## src/rtl/fpga_mux_pkg.sv

```systemverilog
// Shared width helpers for the configurable routing mux bank.
package fpga_mux_pkg;

  function automatic int clog2(input int n);
    int r;
    r = 0;
    while ((1 << r) < n) r++;
    return r;
  endfunction

  // Select width never drops below one bit, even for degenerate sizes.
  function automatic int sel_w(input int n);
    return (clog2(n) < 1) ? 1 : clog2(n);
  endfunction

  // Counter must hold 0..total+1 so over-shift is distinguishable from exact.
  function automatic int cnt_w(input int total);
    return sel_w(total + 2);
  endfunction

endpackage

```

## src/rtl/cfg_mux_slice.sv

```systemverilog
// One N_IN-input routing mux; output register present when FPGA_MUX_OUT_REG_EN is defined.
module cfg_mux_slice
  import fpga_mux_pkg::*;
#(
  parameter int N_IN  = 5,
  parameter int SEL_W = sel_w(N_IN)
) (
  input  logic             clk,
  input  logic             rst,
  input  logic [N_IN-1:0]  in_vec,
  input  logic [SEL_W-1:0] sel,
  output logic             out
);

  logic y;

  // Explicit compare chain keeps out-of-range codes harmless even though the
  // bank never commits one.
  always_comb begin
    y = in_vec[0];
    for (int i = 1; i < N_IN; i++)
      if (sel == SEL_W'(i)) y = in_vec[i];
  end

`ifdef FPGA_MUX_OUT_REG_EN
  always_ff @(posedge clk or posedge rst)
    if (rst) out <= 1'b0;
    else     out <= y;
`else
  logic unused_clk_rst;
  assign unused_clk_rst = ^{clk, rst};
  assign out = y;
`endif

endmodule

```

## src/rtl/fpga_cfg_mux_bank.sv

```systemverilog
// Bank of scan-configured routing muxes with double-buffered, validated commit.
// Define FPGA_MUX_OUT_REG_EN to register the mux outputs.
module fpga_cfg_mux_bank
  import fpga_mux_pkg::*;
#(
  parameter int N_IN    = 5,
  parameter int NUM_MUX = 2
) (
  input  logic                    clk,
  input  logic                    reset,
  input  logic                    cfg_en,
  input  logic                    cfg_in,
  output logic                    cfg_out,
  input  logic                    cfg_commit,
  input  logic [NUM_MUX*N_IN-1:0] in,
  output logic [NUM_MUX-1:0]      out,
  output logic                    cfg_loaded,
  output logic                    cfg_err
);

  localparam int SEL_W      = sel_w(N_IN);
  localparam int TOTAL_BITS = NUM_MUX * SEL_W;
  localparam int CNT_W      = cnt_w(TOTAL_BITS);

  localparam logic [CNT_W-1:0] CNT_FULL = CNT_W'(TOTAL_BITS);
  localparam logic [CNT_W-1:0] CNT_SAT  = CNT_W'(TOTAL_BITS + 1);
  localparam logic [SEL_W:0]   N_LIM    = (SEL_W + 1)'(N_IN);

  logic [TOTAL_BITS-1:0]          sr;
  logic [TOTAL_BITS:0]            sr_ext;
  logic [CNT_W-1:0]               cnt;
  logic [NUM_MUX-1:0][SEL_W-1:0]  act_sel;
  logic                           fields_ok;
  logic                           accept;

  assign sr_ext  = {cfg_in, sr};
  assign cfg_out = sr[0];

  // For power-of-two N_IN every code is below N_LIM, so this folds to 1.
  always_comb begin
    fields_ok = 1'b1;
    for (int k = 0; k < NUM_MUX; k++)
      if ({1'b0, sr[k*SEL_W +: SEL_W]} >= N_LIM) fields_ok = 1'b0;
  end

  assign accept = (cnt == CNT_FULL) && fields_ok;

  // Commit wins over shift; it judges the pre-edge shift register and count.
  always_ff @(posedge clk or posedge reset) begin
    if (reset) begin
      sr         <= '0;
      cnt        <= '0;
      act_sel    <= '0;
      cfg_loaded <= 1'b0;
      cfg_err    <= 1'b0;
    end else if (cfg_commit) begin
      cnt <= '0;
      if (accept) begin
        act_sel    <= sr;
        cfg_loaded <= 1'b1;
        cfg_err    <= 1'b0;
      end else begin
        cfg_err    <= 1'b1;
      end
    end else if (cfg_en) begin
      sr <= sr_ext[TOTAL_BITS:1];
      if (cnt != CNT_SAT) cnt <= cnt + CNT_W'(1);
    end
  end

  for (genvar k = 0; k < NUM_MUX; k++) begin : g_mux
    cfg_mux_slice #(
      .N_IN  (N_IN),
      .SEL_W (SEL_W)
    ) u_slice (
      .clk    (clk),
      .rst    (reset),
      .in_vec (in[k*N_IN +: N_IN]),
      .sel    (act_sel[k]),
      .out    (out[k])
    );
  end

endmodule

```

## config.mk

```make
export PLATFORM = sky130hd
export DESIGN_NAME = fpga_cfg_mux_bank
export DESIGN_NICKNAME = d
export VERILOG_FILES = /design/src/rtl/fpga_mux_pkg.sv /design/src/rtl/cfg_mux_slice.sv /design/src/rtl/fpga_cfg_mux_bank.sv
export SDC_FILE = /design/constraint.sdc
export NUM_CORES = 1
export LEC_CHECK = 0
export CAP_MARGIN = 20
export CORE_ASPECT_RATIO = 1.1
export CORE_UTILIZATION = 36
export DETAILED_ROUTE_END_ITERATION = 12
export GPL_TIMING_DRIVEN = 0
export HOLD_SLACK_MARGIN = 0.03
export PLACE_DENSITY = 0.64
export SYNTH_ARGS = -nofsm -noshare
export SYNTH_HDL_FRONTEND = slang
export SYNTH_SLANG_ARGS = --single-unit
```

## constraint.sdc

```tcl
create_clock -name clk -period 1.6 [get_ports clk]
set_input_delay 0.32 -clock clk [delete_from_list [all_inputs] [get_ports clk]]
set_output_delay 0.32 -clock clk [all_outputs]
set_load 0.01 [all_outputs]
```

=== Yosys cells after proc, flatten, opt, wreduce, memory -nomap -nowiden ===
Index checks and enable logic that the tools add are counted.

* Register bits: 17
* Word-level logic and storage cells: 40
* Output and inout port bits: 5
* Bits of input ports: 15

* $add $sub $neg: 1
* Magnitude comparators: 2
* Reduce and logical (&&, ||, !) cells: 6
* Bitwise gates (word level): 1
* Muxes and demuxes: 14
* Eq/ne operators: 10

{| class="wikitable"
|+ Operators by type and width
! operator !! count
|-
| 3-bit by 2-bit equality test with 1-bit output (second input constant) || 4
|-
| 1-bit 2-to-1 mux || 11
|-
| 3-bit equality test (second input constant) || 3
|-
| 3-bit 2-to-1 mux || 3
|-
| 3-bit by 1-bit equality test with 1-bit output (second input constant) || 2
|-
| 3-bit greater-or-equal comparator (second input constant) || 2
|-
| 2-bit AND reduction || 3
|-
| 2-bit nonzero test || 2
|-
| 3-bit by 1-bit adder with 3-bit output (second input constant) || 1
|-
| 3-bit inequality test (second input constant) || 1
|-
| 1-bit logical AND || 1
|-
| 1-bit inverter || 1
|}

=== Depth between registers and ports, before layout ===
Gate-level depths: netlist (run 1).

* Word-level depth: 5
* Depth in mapped cells: 5
* Mapped depth without buffers: 5

=== By module ===
From an unflattened synthesis (run 1), not the netlist that was laid out.

* Cells, all modules: 69
* Area, all modules: 858.3 um2

{| class="wikitable"
|+ By module, submodules not included
! module !! instances !! area each (um2) !! cells each !! sequential area each (um2)
|-
| fpga_cfg_mux_bank || 1 || 745.7 || 53 || 425.4
|-
| cfg_mux_slice || 2 || 56.3 || 8 || 0.0
|}

=== Worst setup path after synthesis (run 1) ===
Ideal clock, no wire load.

* Kind: register to output
* Start point: reg act_sel[0] (netlist name)
* End point: out out[0]
* Path buffers: 1
* Path slack: 162 ps
* Cell stages (with the launch flop): 5
* Arrival time: 1118 ps
* Required time: 1280 ps
* Path through: dfrtp_1 > mux4_2 > nand2_1 > o21ai_0 > buf_4

* Word-level cells in the longest chain between the ends: 5
* Elaborated cells on any way between the ends: 8
* Classes of those cells: 4 x eq/ne; 4 x mux

{| class="wikitable"
|+ RTL lines
! element !! line !! RTL
|-
| start, declared || fpga_cfg_mux_bank.sv:32 || <nowiki>logic [NUM_MUX-1:0][SEL_W-1:0] act_sel;</nowiki>
|-
| start signal, assigned || fpga_cfg_mux_bank.sv:59 || <nowiki>act_sel <= sr;</nowiki>
|-
| 3-bit by 1-bit equality test with 1-bit output || cfg_mux_slice.sv:22 || <nowiki>if (sel == SEL_W'(i)) y = in_vec[i];</nowiki>
|-
| 1-bit 2-to-1 mux (3 in a row) || cfg_mux_slice.sv:22 ||
|-
| 1-bit 2-to-1 mux * || cfg_mux_slice.sv:22 ||
|-
| end, declared || fpga_cfg_mux_bank.sv:16 || <nowiki>output logic [NUM_MUX-1:0] out,</nowiki>
|}

Mark *: on every way between the ends. The rest lies on a longest branch, timed or not.

=== Final worst setup path (run 1) ===
Ends and elaborated chain as after synthesis.

==> impl_metrics.ini, run 1 <==
[timing]
period_share_pct = 110
setup_ws_ns = -0.157
tns_ns = -0.298
holdWs_ns = 0.411
hold_viol = 0
fin_skew_ns = 0.00717
period_minus_slack_ns = 1.76
finalSetupViolCount = 2
fmax_ghz = 0.569
relSlewSlack_pct = 55.2
grt_setup_unrepaired = true
tightest_slew_ns = 0.671
drv_slew = 0

[clock_network]
cts.htree.levels = 1
cts_root_buf = clkbuf_4
cts_buffer_depth = 2
cts-hold-fix-buffers = 0
cts_tree = built
clkTransAtPathRegs_ns = 0.11
cts_buffers = 3
cts_sinks = 17
clk_latency_ns = 0.29

[worst_setup_path]
worst_setup_path_end_kind = output port
worstSetupStartpointType = register
path_class = reg2out
critPathMaxFanout = 2
cp.required_ns = 1.28
arrival_ns = 1.44

[place]
place.gp.congestion = 0.663
dp_slack_ns = -0.653
portBuffers = 19
placed_cells = 120
dpl.hpwl_mm = 1.01
place_area_mm2 = 0.00108

[floorplanning]
row_count = 18
die_w_um = 48.5
initial_core_util_pct = 38.1
io_pins = 20
fp.coreArea_mm2 = 0.00225
die_area_mm2 = 0.00258
die_y_um = 53.2

[synthesis]
synth_area_um2 = 857
postSynthAreaPerCell_um2 = 12.1
ys_ff_latch = 17
yosysWarnings = 0
ys_seq_area_share_pct = 49.6
syn_nets = 89
synthCells = 71
synth_cell_types = 22

[layout]
final_common_cell = dfrtp_1
fin_nets = 114
drive_gt1_share_pct = 29.5
fin_cells = 125
design_area_mm2 = 0.00113
n_fill_cell = 205
final_cell_mix = dfrtp_1 (17), clkdlybuf4s50_1 (13), nor2_1 (7)
diodes = 0
areaGrowthSynthToFinish_pct = 32.1
final_util_pct = 50.3

[route]
vias_per_cell = 4.70
drt-initial-drc-count = 2
first_pass_iters = 4
routedWlPerCell_um = 11.4
drcViolationCount = 0
wl_mm = 1.43
vias = 588
drtAntennaViolNets = 0

[pwr]
p_per_area_mw_per_mm2 = 935
p_switching_uw = 309
clock_power_share_pct = 21.9
p_total_mw = 1.06
switching_share_pct = 29.1
pwr-share-comb_pct = 26.7
leakage_nw = 0.537
intPower_uw = 751
seqPwrFrac_pct = 51.5
peakVddDrop_uv = 570

[global_routing]
grt_max_degree = 18
antenna_found_initial = 0
grt_pass1_vias = 581
gr-usage-all-layers_pct = 12.7
grt_pass1_wl_mm = 2.43
overflow = 0

[outcome]
violations = setup timing
outcome = complete, but fails checks

[run]
maxCapViolCount = 0

[min_path]
hp-class = in2async
[synthesized netlist by cell type]
| master | count | area, µm² |
|---|---|---|
| inv_1 | 6 | 22.5 |
| buf_4 | 2 | 15.0 |
| o21ai_1 | 1 | 5.00 |
| ha_1 | 3 | 37.5 |
| mux2i_1 | 3 | 30.0 |
| mux4_2 | 2 | 45.0 |
| nor2_1 | 7 | 26.3 |
| a211oi_1 | 1 | 7.51 |
| o21ai_2 | 1 | 8.76 |
| and3_4 | 1 | 11.3 |
| dfrtp_1 | 17 | 425 |
| xnor2_1 | 1 | 8.76 |
| buf_2 | 1 | 5.00 |
| mux2_2 | 4 | 45.0 |
| a31oi_1 | 4 | 25.0 |
| nand3_4 | 1 | 17.5 |
| nand2b_1 | 1 | 6.26 |
| nand2_1 | 4 | 15.0 |
| o21ai_0 | 4 | 20.0 |
| nor2b_1 | 2 | 12.5 |
| mux2_4 | 4 | 60.1 |
| o21a_1 | 1 | 7.51 |
[registers in the layout, summed over array words and instances, names as in the netlist]
name and flops:
cfg_loaded 1, sr 6, act_sel 6, cnt 3
cfg_err 1
[per-layer routing]
layer | part of all wire [%] | vias to the layer above | track usage, %
met5 | 0 | - | 0
met4 | 0.42 | 0 | 7.35
met3 | 5.3 | 2 | 2.01
met2 | 46 | 20 | 20.2
met1 | 48 | 270 | 16.5
li1 | - | 296 | -
[kinds of logic (layout without fill, tap and decap cells)]
kind of cell / Yosys count / in the layout / share of synthesized area (%)
DFF: 17 / 17 / 49.6
and+or+nand+nor: 16 / 16 / 10.4
adders and majority gates: 3 / 3 / 4.38
AOI/OAI and AO/OA: 12 / 12 / 8.61
muxes: 13 / 13 / 21.0
buffers and inverters: 9 / 33 / 4.96
xor gates and xnor gates: 1 / 1 / 1.02
[critical path, stage by stage, from the launching register on]
cell and delay, ns:
dfrtp_1 0.38, mux4_2 0.52, nand2_2 0.08, o21ai_2 0.05, buf_6 0.11
[what timing repair did]
item / CTS / global route
pin swaps: 2 / 0
resized for setup: 16 / 5
setup endpoints to repair: 3 / 3
buffers inserted: 3 / 0
[layout make-up]
class	instances	area (µm²)	share of cell area, %
timing repair buffer	22	210	18.6
clock buffer	3	22.5	1.99
buffer	1	5.00	0.442
multi-input combinational	45	404	35.7
clock inverter	1	5.00	0.442
tap	30	37.5	3.31
inverter	6	22.5	1.99
sequential	17	425	37.6
[power groups by stage]
stage / Combinational [mW] / Clock (mW) / Sequential (mW)
6_report: 0.283 / 0.232 / 0.545
4_1_cts: 0.278 / 0.242 / 0.545
3_5_place_dp: 0.259 / 0 / 0.563
5_1_grt: 0.312 / 0.260 / 0.558
2_1_floorplan: 0.154 / 0 / 0.558
3_3_place_gp: 0.256 / 0 / 0.563
[worst paths after layout]
| kind | start | end | slack (ns) | cells after the start |
|---|---|---|---|---|
| min in group clk | cfg_loaded$_DFFE_PP0P_ | cfg_loaded$_DFFE_PP0P_ | 0.48 | 1 |
| worst min register to register | cfg_loaded$_DFFE_PP0P_ | cfg_loaded$_DFFE_PP0P_ | 0.48 | 1 |
| worst max-delay path | act_sel[0]$_DFFE_PP0P_ | out[0] | -0.16 | 4 |
| worst max register to register | cnt[0]$_DFFE_PP0P_ | act_sel[3]$_DFFE_PP0P_ | 0.19 | 5 |
| max in group asynchronous | reset | act_sel[3]$_DFFE_PP0P_ | 0.76 | 2 |
| worst min-delay path | reset | cfg_loaded$_DFFE_PP0P_ | 0.41 | 2 |
No activity file was read; power rests on OpenSTA's default activity.
==> inputs of run 2 (changes only) <==
- clock period: 1.6 -> 2.05 ns (I/O delays scaled with it)
==> run 2 against run 1 <==
Effect of this change: combinational power down 31%; count of clock-buffer cells in the layout is the same; sequential cell count is the same; critical path type unchanged; the run now ends clean; wire length decreased by 2.0%; hold slack gained 0.067 ns; power decreased by 24%; largest cell class unchanged; critical endpoint is now out[1]; final cell count is 1.6% lower; non-clock buffer count fell by 2.
==> impl_metrics.ini, run 2 (synthesis results as in run 1) <==
[floorplanning]
die_y_um = 53.2
io_pins = 20
die_w_um = 48.5
initial_core_util_pct = 38.1
row_count = 18
fp.coreArea_mm2 = 0.00225
die_area_mm2 = 0.00258

[clock_network]
clk_latency_ns = 0.29
cts_buffers = 3
cts-hold-fix-buffers = 0
clkTransAtPathRegs_ns = 0.11
post_cts_buffers = 0
cts_buffer_depth = 2
cts_root_buf = clkbuf_4
cts_sinks = 17
cts.htree.levels = 1
cts_tree = built

[pwr]
leakage_nw = 0.548
peakVddDrop_uv = 443
p_total_uw = 809
clock_power_share_pct = 22.3
seqPwrFrac_pct = 53.6
switching_share_pct = 29.0
p_switching_uw = 235
intPower_uw = 574
p_per_area_mw_per_mm2 = 728
pwr-share-comb_pct = 24.1

[route]
drt-initial-drc-count = 2
first_pass_iters = 4
drcViolationCount = 0
vias = 573
routedWlPerCell_um = 11.4
wl_mm = 1.40
drtAntennaViolNets = 0
vias_per_cell = 4.66

[global_routing]
antenna_found_initial = 0
grt_max_degree = 18
grt_pass1_vias = 567
grt_pass1_wl_mm = 2.39
overflow = 0
gr-usage-all-layers_pct = 12.5

[timing]
period_share_pct = 95.8
grt_setup_unrepaired = false
drv_slew = 0
fmax_ghz = 0.509
hold_viol = 0
relSlewSlack_pct = 55.2
holdWs_ns = 0.478
fin_skew_ns = 0.00715
finalSetupViolCount = 0
tightest_slew_ns = 0.671
setup_ws_ns = 0.0854
period_minus_slack_ns = 1.96

[outcome]
outcome = complete, no violations

[layout]
fin_nets = 112
diodes = 0
n_fill_cell = 205
fin_cells = 123
final_util_pct = 49.3
seq_area_um2 = 425
final_common_cell = dfrtp_1
drive_gt1_share_pct = 22.6
areaGrowthSynthToFinish_pct = 29.6
reg_top3 = act_sel: 6 flops, sr: 6 flops, cnt: 3 flops
multi_input_area_um2 = 389
final_cell_mix = dfrtp_1 (17), clkdlybuf4s50_1 (11), nor2_1 (7)

[place]
placed_cells = 120
place.gp.congestion = 0.663
dpl.hpwl_mm = 1.01
dp_slack_ns = -0.383
portBuffers = 19

[worst_setup_path]
path_class = reg2out
critPathMaxFanout = 3
worst_setup_path_end_kind = output port
cp.required_ns = 1.64
worstSetupStartpointType = register
arrival_ns = 1.55

[min_path]
hp-class = reg2reg

[run]
maxCapViolCount = 0
==> run 2: cell types whose count changed in the layout (fill, tap and decap cells not counted), sizes merged <==
cell,before,now
dlymetal6s2s,0,3
buf,6,4
dlygate4sd2,4,3
clkdlybuf4s50,13,11
==> run 2: metal layers <==
metal | global-route usage, % | vias to the layer above | part of all wire, %
met1 | 16.4 | 260 | 49
met2 | 19.5 | 20 | 44
li1 | - | 291 | -
met3 | 2.30 | 2 | 5.8
met4 | 7.35 | 0 | 0.43
met5 | 0 | - | 0
==> run 2: what timing repair did <==
| action | in CTS | in global routing |
|---|---|---|
| pin swaps | 2 | 2 |
| resized for setup | 14 | 4 |
| gates cloned | 0 | 0 |
| setup endpoints to repair | 2 | 2 |
==> run 2: power groups by stage <==
stage	logic, mW	clock network, mW	registers, mW
floorplan	0.120	0	0.435
global placement	0.200	0	0.439
detailed placement	0.202	0	0.440
CTS	0.203	0.189	0.433
global route	0.216	0.203	0.445
finish	0.195	0.181	0.433
==> run 2: worst max-delay path, stage by stage (launching register included) <==
cell     delay (ns)
dfrtp_1        0.40
mux4_2         0.51
nand2_1        0.07
o21ai_1        0.05
buf_4          0.13
buf_6          0.11
==> run 2: metrics by stage <==
stage | setup TNS, ns | cell area, µm²
finish | 0 | 1110
global route | 0 | 1110
CTS | 0 | 1110
detailed placement | -0.747 | 1080
global placement | -0.749 | 1080
floorplan | 0 | 857
==> run 2: final cells by class <==
| class | count | area share (%) |
|---|---|---|
| buffer | 2 | 1.13 |
| multi-input combinational | 45 | 35.0 |
| clock buffer | 3 | 2.03 |
| sequential | 17 | 38.3 |
| inverter | 6 | 2.03 |
| clock inverter | 1 | 0.450 |
| tap | 30 | 3.38 |
| timing repair buffer | 19 | 17.7 |
==> run 2: worst paths after layout <==
| path | depth (start not counted) | slack [ns] | start | to |
|---|---|---|---|---|
| worst min register to register | 1 | 0.48 | cfg_loaded$_DFFE_PP0P_ | cfg_loaded$_DFFE_PP0P_ |
| worst max register to register | 5 | 0.57 | cnt[0]$_DFFE_PP0P_ | cnt[1]$_DFFE_PP0P_ |
| worst max-delay path | 5 | 0.09 | act_sel[3]$_DFFE_PP0P_ | out[1] |
| min in group asynchronous | 2 | 0.50 | reset | cfg_loaded$_DFFE_PP0P_ |
| max in group asynchronous | 2 | 1.12 | reset | act_sel[3]$_DFFE_PP0P_ |
| worst min-delay path | 1 | 0.48 | cfg_loaded$_DFFE_PP0P_ | cfg_loaded$_DFFE_PP0P_ |
==> inputs of run 3 (changes only) <==
- REMOVE_ABC_BUFFERS: unset -> 1
==> run 3 against run 2 <==
Effect of this change: final cell count fell by 1.6%; die area did not move; wire length rose by 3.1%; non-clock buffer count fell by 2; critical path depth did not move; register-to-register slack barely moved; power fell by 1.1%; clock skew rose by 0.0013 ns; hold slack got worse by 0.0074 ns; sequential power barely moved.
==> impl_metrics.ini, run 3 (synthesis results as in run 1) <==
[pwr]
clock_power_share_pct = 23.0
p_total_uw = 800
switching_share_pct = 29.1
p_switching_uw = 232
peakVddDrop_uv = 380
intPower_uw = 567
leakage_nw = 0.510
pwr-share-comb_pct = 22.8
seqPwrFrac_pct = 54.1
p_per_area_mw_per_mm2 = 738

[floorplanning]
io_pins = 20
row_count = 18
die_w_um = 48.5
fp.coreArea_mm2 = 0.00225
die_y_um = 53.2
die_area_mm2 = 0.00258
initial_core_util_pct = 38.1

[route]
first_pass_iters = 2
routedWlPerCell_um = 11.9
drt-initial-drc-count = 1
drcViolationCount = 0
drtAntennaViolNets = 0
vias_per_cell = 4.74
wl_mm = 1.44
vias = 574

[worst_setup_path]
crit_cells = 5
worst_setup_path_end_kind = output port
arrival_ns = 1.58
worst-r2r-setup-slack_ns = 0.58
path_class = in2out
crit_buf_inv = 2
critPathMaxFanout = 2
slowest_delay_ns = 0.46
cp-endpoint = out[1]
reg2reg_from = cnt[0]$_DFFE_PP0P_
r2r_cells = 5
reg2reg_to = cnt[2]$_DFFE_PP0P_
cp.required_ns = 1.64
crit_slowest_cell = mux4_2
startpoint = in[5]
path_cells = clkdlybuf4s50_1 -> mux4_2 -> nand2_1 -> o21ai_0 -> buf_2
cp_top_family = buffers and inverters
worstSetupStartpointType = input port

[timing]
drv_slew = 0
fin_skew_ns = 0.00849
tns_ns = 0
relSlewSlack_pct = 58.1
period_share_pct = 96.8
period_minus_slack_ns = 1.99
finalSetupViolCount = 0
setup_ws_ns = 0.0647
hold_viol = 0
fmax_ghz = 0.504
tightest_slew_ns = 0.628
grt_setup_unrepaired = false

[layout]
reg_top3 = act_sel: 6 flops, sr: 6 flops, cnt: 3 flops
diodes = 0
final_cell_mix = dfrtp_1 (17), clkdlybuf4s50_1 (16), nor2_1 (7)
drive_gt1_share_pct = 19.8
final_common_cell = dfrtp_1
areaGrowthSynthToFinish_pct = 26.4
fin_nets = 110
fin_cells = 121
design_area_mm2 = 0.00108

[clock_network]
clkTransAtPathRegs_ns = 0.09
post_cts_buffers = 0
cts.htree.levels = 1
cts_buffer_depth = 2
cts_tree = built
cts_buffers = 3
cts_sinks = 17
cts_root_buf = clkbuf_4
clk_latency_ns = 0.30

[global_routing]
antenna_found_initial = 0
gr-usage-all-layers_pct = 13.2
overflow = 0
grt_max_degree = 18
grt_pass1_vias = 582
grt_pass1_wl_mm = 2.50

[outcome]
outcome = complete, no violations

[min_path]
hp-class = reg2reg

[place]
dpl.hpwl_mm = 1.05
portBuffers = 19
dp_slack_ns = -0.285
place.gp.congestion = 0.674
place_area_mm2 = 0.00106
placed_cells = 117

[run]
maxCapViolCount = 0
## run 3: cell types whose count changed in the layout (fill, tap and decap cells not counted)
cell             change
buf_2                +1
buf_4                -1
buf_6                -2
clkbuf_1             +1
clkdlybuf4s50_1      +5
clkinv_2             -1
dlygate4sd2_1        -3
dlymetal6s2s_1       -2
o21ai_0              +2
o21ai_1              -2
## run 3: routing by layer
metal | track usage [%] | up-vias | routed length [µm]
li1 | - | 284 | -
met1 | 16.0 | 264 | 700
met2 | 21.6 | 21 | 611
met3 | 2.59 | 5 | 85
met4 | 8.82 | 0 | 44
met5 | 0 | - | 0
## run 3: timing repair
item                                    CTS  global route
hold endpoints to repair                  0             0
endpoints found under the setup margin    2             1
hold buffers                              0             0
gates cloned                              0             0
gates resized for setup                   8             1
## run 3: layout make-up
| class | count | area, µm² |
|---|---|---|
| multi-input combinational | 45 | 389 |
| clock buffer | 4 | 26.3 |
| tap | 30 | 37.5 |
| fill | 224 | 1170 |
| inverter | 6 | 22.5 |
| timing repair buffer | 19 | 183 |
| sequential | 17 | 425 |
## run 3: worst reg2reg max path, cell delays in order (launching register included)
cell and delay (ns):
dfrtp_1 0.42, ha_1 0.21, ha_1 0.17, nor2b_1 0.29, mux2i_1 0.22, nor2_1 0.05
## run 3: power groups by stage
stage	registers, mW	clock network [mW]	logic [mW]
3_3_place_gp	0.439	0	0.189
2_1_floorplan	0.435	0	0.110
6_report	0.433	0.184	0.183
5_1_grt	0.444	0.203	0.201
3_5_place_dp	0.440	0	0.192
4_1_cts	0.434	0.190	0.186
## run 3: worst min path at each step
| stage | cells after the start | end | startpoint |
|---|---|---|---|
| after global routing | 1 | cfg_loaded$_DFFE_PP0P_ | cfg_loaded$_DFFE_PP0P_ |
| after floorplan | 1 | act_sel[0]$_DFFE_PP0P_ | reset |
| after global placement | 1 | cfg_loaded$_DFFE_PP0P_ | cfg_loaded$_DFFE_PP0P_ |
| final | 1 | cfg_loaded$_DFFE_PP0P_ | cfg_loaded$_DFFE_PP0P_ |
| after CTS | 1 | cfg_loaded$_DFFE_PP0P_ | cfg_loaded$_DFFE_PP0P_ |
| after detailed placement | 1 | cfg_loaded$_DFFE_PP0P_ | cfg_loaded$_DFFE_PP0P_ |
## run 3: stage by stage
stage               utilization (%)  hold slack (ns)
floorplan                         -            0.336
global placement               47.3            0.451
detailed placement             47.3            0.455
CTS                            48.0            0.482
global route                   48.1            0.499
finish                         48.1            0.470
